==> src/rtl/risc_isa_pkg.sv <==
// ISA constants for the 16-bit RISC core: opcodes, one-hot ALU controls and instruction field positions.
// Shared by the fetch/decode stage, the D->E control pipeline and the ALU.
package risc_isa_pkg;

    localparam logic [3:0] OP_NOP  = 4'd0;
    localparam logic [3:0] OP_ADD  = 4'd1;
    localparam logic [3:0] OP_SUB  = 4'd2;
    localparam logic [3:0] OP_AND  = 4'd3;
    localparam logic [3:0] OP_OR   = 4'd4;
    localparam logic [3:0] OP_XOR  = 4'd5;
    localparam logic [3:0] OP_ADDI = 4'd6;
    localparam logic [3:0] OP_LW   = 4'd7;
    localparam logic [3:0] OP_SW   = 4'd8;

    localparam logic [7:0] ALU_NONE = 8'h00;
    localparam logic [7:0] ALU_ADD  = 8'h01;
    localparam logic [7:0] ALU_SUB  = 8'h02;
    localparam logic [7:0] ALU_AND  = 8'h04;
    localparam logic [7:0] ALU_OR   = 8'h08;
    localparam logic [7:0] ALU_XOR  = 8'h10;

    localparam int OPCODE_MSB = 15;
    localparam int OPCODE_LSB = 12;
    localparam int RD_MSB     = 11;
    localparam int RD_LSB     = 9;
    localparam int RS1_MSB    = 8;
    localparam int RS1_LSB    = 6;
    localparam int RS2_MSB    = 5;
    localparam int RS2_LSB    = 3;
    localparam int IMM_MSB    = 5;
    localparam int IMM_LSB    = 0;

    localparam logic [15:0] NOP_INSTR = 16'h0000;

    function automatic logic [15:0] sign_extend_imm(input logic [15:0] instr);
        return {{10{instr[IMM_MSB]}}, instr[IMM_MSB:IMM_LSB]};
    endfunction

endpackage

==> src/rtl/instruction_decoder.sv <==
// Purely combinational decode of the IF/ID instruction word into the D-stage control bundle.
// An invalid D slot (bubble) never writes state and is never reported as illegal.
module instruction_decoder
    import risc_isa_pkg::*;
(
    input  logic [15:0] instr_d,
    input  logic        valid_d,
    output logic        illegal_d,
    output logic        reg_write_d,
    output logic [2:0]  reg_write_adr_d,
    output logic        mem_to_reg_d,
    output logic        mem_write_d,
    output logic [7:0]  ALU_con_d,
    output logic        ALU_source2_d,
    output logic [15:0] offset_register_d,
    output logic [2:0]  reg_read_adr1_d,
    output logic [2:0]  reg_read_adr2_d
);

    logic [3:0] opcode;
    logic       reg_write_raw;
    logic       mem_to_reg_raw;
    logic       mem_write_raw;
    logic       illegal_raw;

    assign opcode = instr_d[OPCODE_MSB:OPCODE_LSB];

    // Register fields are extracted unconditionally; only SW moves the second read port to [11:9].
    always_comb begin
        reg_write_raw     = 1'b0;
        mem_to_reg_raw    = 1'b0;
        mem_write_raw     = 1'b0;
        illegal_raw       = 1'b0;
        ALU_con_d         = ALU_NONE;
        ALU_source2_d     = 1'b0;
        reg_write_adr_d   = instr_d[RD_MSB:RD_LSB];
        reg_read_adr1_d   = instr_d[RS1_MSB:RS1_LSB];
        reg_read_adr2_d   = instr_d[RS2_MSB:RS2_LSB];
        offset_register_d = sign_extend_imm(instr_d);

        case (opcode)
            OP_NOP: ;
            OP_ADD: begin reg_write_raw = 1'b1; ALU_con_d = ALU_ADD; end
            OP_SUB: begin reg_write_raw = 1'b1; ALU_con_d = ALU_SUB; end
            OP_AND: begin reg_write_raw = 1'b1; ALU_con_d = ALU_AND; end
            OP_OR:  begin reg_write_raw = 1'b1; ALU_con_d = ALU_OR;  end
            OP_XOR: begin reg_write_raw = 1'b1; ALU_con_d = ALU_XOR; end
            OP_ADDI: begin
                reg_write_raw = 1'b1;
                ALU_con_d     = ALU_ADD;
                ALU_source2_d = 1'b1;
            end
            OP_LW: begin
                reg_write_raw  = 1'b1;
                mem_to_reg_raw = 1'b1;
                ALU_con_d      = ALU_ADD;
                ALU_source2_d  = 1'b1;
            end
            OP_SW: begin
                mem_write_raw   = 1'b1;
                ALU_con_d       = ALU_ADD;
                ALU_source2_d   = 1'b1;
                reg_read_adr2_d = instr_d[RD_MSB:RD_LSB];
            end
            default: illegal_raw = 1'b1;
        endcase
    end

    assign reg_write_d  = valid_d & reg_write_raw;
    assign mem_to_reg_d = valid_d & mem_to_reg_raw;
    assign mem_write_d  = valid_d & mem_write_raw;
    assign illegal_d    = valid_d & illegal_raw;

endmodule

==> src/rtl/fetch_decode_stage.sv <==
// Fetch + IF/ID stage: PC register, IF/ID register and decode into the *_d control bundle.
// Optional macro STALL_COUNTER_EN adds a saturating stall_cycles counter port.
module fetch_decode_stage
    import risc_isa_pkg::*;
#(
    parameter int                    PC_WIDTH = 16,
    parameter logic [PC_WIDTH-1:0]   RESET_PC = '0
) (
    input  logic                clock,
    input  logic                reset,
`ifdef STALL_COUNTER_EN
    output logic [15:0]         stall_cycles,
`endif
    output logic [PC_WIDTH-1:0] instr_mem_adr,
    input  logic [15:0]         instr_mem_data,
    input  logic                stall_f,
    input  logic                stall_d,
    input  logic                flush_d,
    input  logic                branch_taken,
    input  logic [PC_WIDTH-1:0] branch_target,
    output logic [PC_WIDTH-1:0] pc_d,
    output logic                valid_d,
    output logic                illegal_d,
    output logic                reg_write_d,
    output logic [2:0]          reg_write_adr_d,
    output logic                mem_to_reg_d,
    output logic                mem_write_d,
    output logic [7:0]          ALU_con_d,
    output logic                ALU_source2_d,
    output logic [15:0]         offset_register_d,
    output logic [2:0]          reg_read_adr1_d,
    output logic [2:0]          reg_read_adr2_d
);

    localparam logic [PC_WIDTH-1:0] PC_ONE = {{(PC_WIDTH-1){1'b0}}, 1'b1};

    logic [PC_WIDTH-1:0] pc_f;
    logic [15:0]         instr_d;

    assign instr_mem_adr = pc_f;

    // A redirect beats stall_f: the resolver's target must not be lost while fetch is frozen.
    always_ff @(posedge clock) begin
        if (reset)
            pc_f <= RESET_PC;
        else if (branch_taken)
            pc_f <= branch_target;
        else if (!stall_f)
            pc_f <= pc_f + PC_ONE;
    end

    always_ff @(posedge clock) begin
        if (reset || flush_d) begin
            instr_d <= NOP_INSTR;
            pc_d    <= '0;
            valid_d <= 1'b0;
        end else if (!stall_d) begin
            instr_d <= instr_mem_data;
            pc_d    <= pc_f;
            valid_d <= 1'b1;
        end
    end

`ifdef STALL_COUNTER_EN
    // Counts only genuine D holds; a flush overrides the stall, so that cycle is not counted.
    always_ff @(posedge clock) begin
        if (reset)
            stall_cycles <= 16'h0000;
        else if (stall_d && !flush_d && stall_cycles != 16'hFFFF)
            stall_cycles <= stall_cycles + 16'h0001;
    end
`endif

    instruction_decoder u_decoder (
        .instr_d           (instr_d),
        .valid_d           (valid_d),
        .illegal_d         (illegal_d),
        .reg_write_d       (reg_write_d),
        .reg_write_adr_d   (reg_write_adr_d),
        .mem_to_reg_d      (mem_to_reg_d),
        .mem_write_d       (mem_write_d),
        .ALU_con_d         (ALU_con_d),
        .ALU_source2_d     (ALU_source2_d),
        .offset_register_d (offset_register_d),
        .reg_read_adr1_d   (reg_read_adr1_d),
        .reg_read_adr2_d   (reg_read_adr2_d)
    );

endmodule

==> config.mk <==
export PLATFORM = sky130hd
export DESIGN_NAME = fetch_decode_stage
export DESIGN_NICKNAME = d
export VERILOG_FILES = /design/src/rtl/risc_isa_pkg.sv /design/src/rtl/instruction_decoder.sv /design/src/rtl/fetch_decode_stage.sv
export SDC_FILE = /design/constraint.sdc
export NUM_CORES = 1
export LEC_CHECK = 0
export BUFFER_PORTS_ARGS = -buffer_cell sky130_fd_sc_hd__buf_2
export CAP_MARGIN = 15
export CELL_PAD_IN_SITES_DETAIL_PLACEMENT = 0
export CELL_PAD_IN_SITES_GLOBAL_PLACEMENT = 1
export CORE_UTILIZATION = 36
export CTS_CLUSTER_DIAMETER = 200
export CTS_CLUSTER_SIZE = 24
export DETAILED_ROUTE_END_ITERATION = 7
export PLACE_DENSITY = 0.83
export SYNTH_ARGS = -nofsm -noshare
export SYNTH_HDL_FRONTEND = slang
export SYNTH_SLANG_ARGS = --single-unit
==> constraint.sdc <==
create_clock -name clock -period 4.4 [get_ports clock]
set_clock_uncertainty 0.1 [all_clocks]
set_input_delay 0.66 -clock clock [delete_from_list [all_inputs] [get_ports clock]]
set_output_delay 0.66 -clock clock [all_outputs]
set_load 0.01 [all_outputs]
==> out/results.txt <==
Status: complete, but fails checks
Failing checks: DRC
CP delay by family, top: simple AND/OR/NAND/NOR gates
Worst Setup Start Kind: flop
Worst-margin pin slew: 0.9963 ns
Fin crit period: 2.558 ns
Yosys Warn Count: 0
Final setup violation count: 0
Worst setup margin: 1.842 ns
Number of enable flip-flop cells after synthesis: 0
Ports: 109
MaxCap Viol Count: 0
Tot GR Track Use: 0.1555
DR pass1 iterations: 6
# Post-CTS Setup Buffers: 0
Arr. time, crit path: 1.80 ns
FP Rows: 29
Worst Path Max Fanout: 8
Leakage power: 1.409 nW
Diodes inserted: 0
FILL cells: 654
WP data required: 3.64 ns
Core box area: 6314 sq um
Final Hold Fails: 0
Cts bufs inserted: 5
Synth top cells by count: dfxtp_1 (49), nor2_1 (48), mux2i_1 (33)
DR iter-0 viols: 45
Buffer and inverter count on the worst path: 1
Period utilization: 0.5814
Synth cell types: 44
Initial antenna violation count: 0
RSZ-0062 raised after global routing: false
Share of cells above drive strength 1: 0.3604
CP cell instances: nor3_1 > and2_1 > mux2_1 > buf_2
Average routed wire per standard cell: 12.76 um
Worst stage delay on the critical path: 0.37 ns
Max clock buf depth: 2
Clk slew on worst S/H paths: 0.08 ns
HPWL Detailed: 3691 um
Clock tree root driver cell: clkbuf_8
Vias: 2004
Worst slew margin: 0.3358
Vias per inst: 4.888
Synthesized area per cell: 9.112 sq um
Vias in the first global route: 1796
Synth async-reset ratio: 0
Final #Nets: 371
Post-Route WL: 5230 um
Crit. End Element: primary output
Final Max Slew Viols: 0
Post-synth top flop: dfxtp_1
Port buffer count: 105
Die H: 82.81 um
GRT overflow: 0
Starting Density: 0.3724
Top cells by area, synth: dfxtp_1 (42%), mux2i_1 (14%), buf_4 (8.0%), nor2_1 (7.7%), xor2_1 (2.2%)
Post-Syn Instances: 258
Die ar.: 6858 sq um
Hold Crit Class: flop to flop
Most frequent cell after synthesis: dfxtp_1
CP Class: flop to primary output
FMAX: 390.9 MHz
PostCTS Resize Cnt: 0
Final RePlAce weighted congestion: 0.8996
DP Worst Slack: 2.185 ns
Worst VDD drop: 0.0001721 V
Clk sinks: 49
Post-Syn Area: 2351 sq um
DRC Markers: 2
Hold Buf Count CTS: 0
Pin count of the biggest net entering global routing: 34
Clock Latency Late Sink: 0.30 ns
Power Density: 329.4 nW/um^2
Area grow syn2layout: 21.18%
Setup slack, reg-to-reg: 2.44 ns
Final ANT Viol Nets: 0
Top-area cell type share of the netlist area: 0.4172
Synthesis-stage register bit count: 49
CTS tree: yes
First-pass GRT wire length: 8742 um
Register area share after synthesis: 0.4172
Die W: 82.81 um
H-tree Lvls: 2
Setup TNS: 0 ns
CP max-delay cell: dfxtp_1
Largest area contributor in the netlist: dfxtp_1
-- sequential cells by signal, indices dropped and copies added, names as in the netlist --
signal and count:
instr_d 16, instr_mem_adr 16, pc_d 16, valid_d 1
-- cell type report --
cell class,instances,area (sq um),area share
inverter,5,18.77,0.006588
sequential,49,980.9,0.3443
tap,77,96.34,0.03382
clock buffer,7,86.33,0.03030
multi-input combinational,166,1111,0.3900
clock inverter,1,30.03,0.01054
timing repair buffer,105,525.5,0.1845
-- kinds of logic (layout without fill, tap and decap cells) --
| group | after synthesis | count (layout) | synth area share |
|---|---|---|---|
| compound gates | 24 | 24 | 0.07823 |
| buf+inv | 45 | 118 | 0.1134 |
| simple gates | 92 | 92 | 0.1921 |
| mux | 36 | 36 | 0.1549 |
| xor+xnor | 10 | 10 | 0.03725 |
| fa+ha+maj | 1 | 1 | 0.005321 |
| flops | 49 | 49 | 0.4172 |
| other cells | 1 | 3 | 0.001595 |
-- tightest hold or removal path: cells and delay by family, from the launching register on --
kind,cells,cell delay [ns]
flops,1,0.33
mux,1,0.07
simple gates,1,0.07
-- report_power, final --
part,internal (W),total (W),switching [W]
sequential,0.000462,0.000484,0.0000225
combinational,0.0000570,0.000120,0.0000634
clock,0.000186,0.000334,0.000148
total,0.000704,0.000938,0.000234
-- path summary, 6_finish.rpt --
path | startpoint | end | cells after the start
worst max register to register | instr_mem_adr[0]$_SDFFE_PP0P_ | instr_mem_adr[12]$_SDFFE_PP0P_ | 5
worst max-delay path | instr_d[13]$_SDFFE_PP0N_ | reg_read_adr2_d[1] | 4
worst min-delay path | instr_d[7]$_SDFFE_PP0N_ | instr_d[7]$_SDFFE_PP0N_ | 2
worst min register to register | instr_d[7]$_SDFFE_PP0N_ | instr_d[7]$_SDFFE_PP0N_ | 2
-- metal layers --
layer	wire length, um	vias to the layer above	global-route usage
li1	-	1008	-
met1	2422	907	0.1998
met2	2301	83	0.2481
met3	453	6	0.05368
met4	53	0	0.04232
met5	0	-	0
-- stage by stage --
| stage | utilization | instance area [sq um] | cells | power [W] | hold slack, ns |
|---|---|---|---|---|---|
| 2_1_floorplan | - | 2359 | 260 | 0.0005750 | 0.3647 |
| 3_5_place_dp | 0.4328 | 2733 | 402 | 0.0006167 | 0.3832 |
| 5_1_grt | 0.4512 | 2849 | 410 | 0.0009878 | 0.4294 |
| 6_report | 0.4512 | 2849 | 410 | 0.0009384 | 0.3947 |
| 4_1_cts | 0.4512 | 2849 | 410 | 0.0009555 | 0.4049 |
| 3_3_place_gp | 0.4328 | 2733 | 402 | 0.0006152 | 0.3714 |
-- cell usage in the layout, fill, tap and decap left out, types with 6 or more instances in the layout --
cell,instances
nor2_1,48
buf_2,105
xor2_1,6
nand2_1,10
clkbuf_8,6
mux2i_1,33
nor3_1,7
a211oi_1,6
dfxtp_1,49
(Power assumes the default switching activity.)
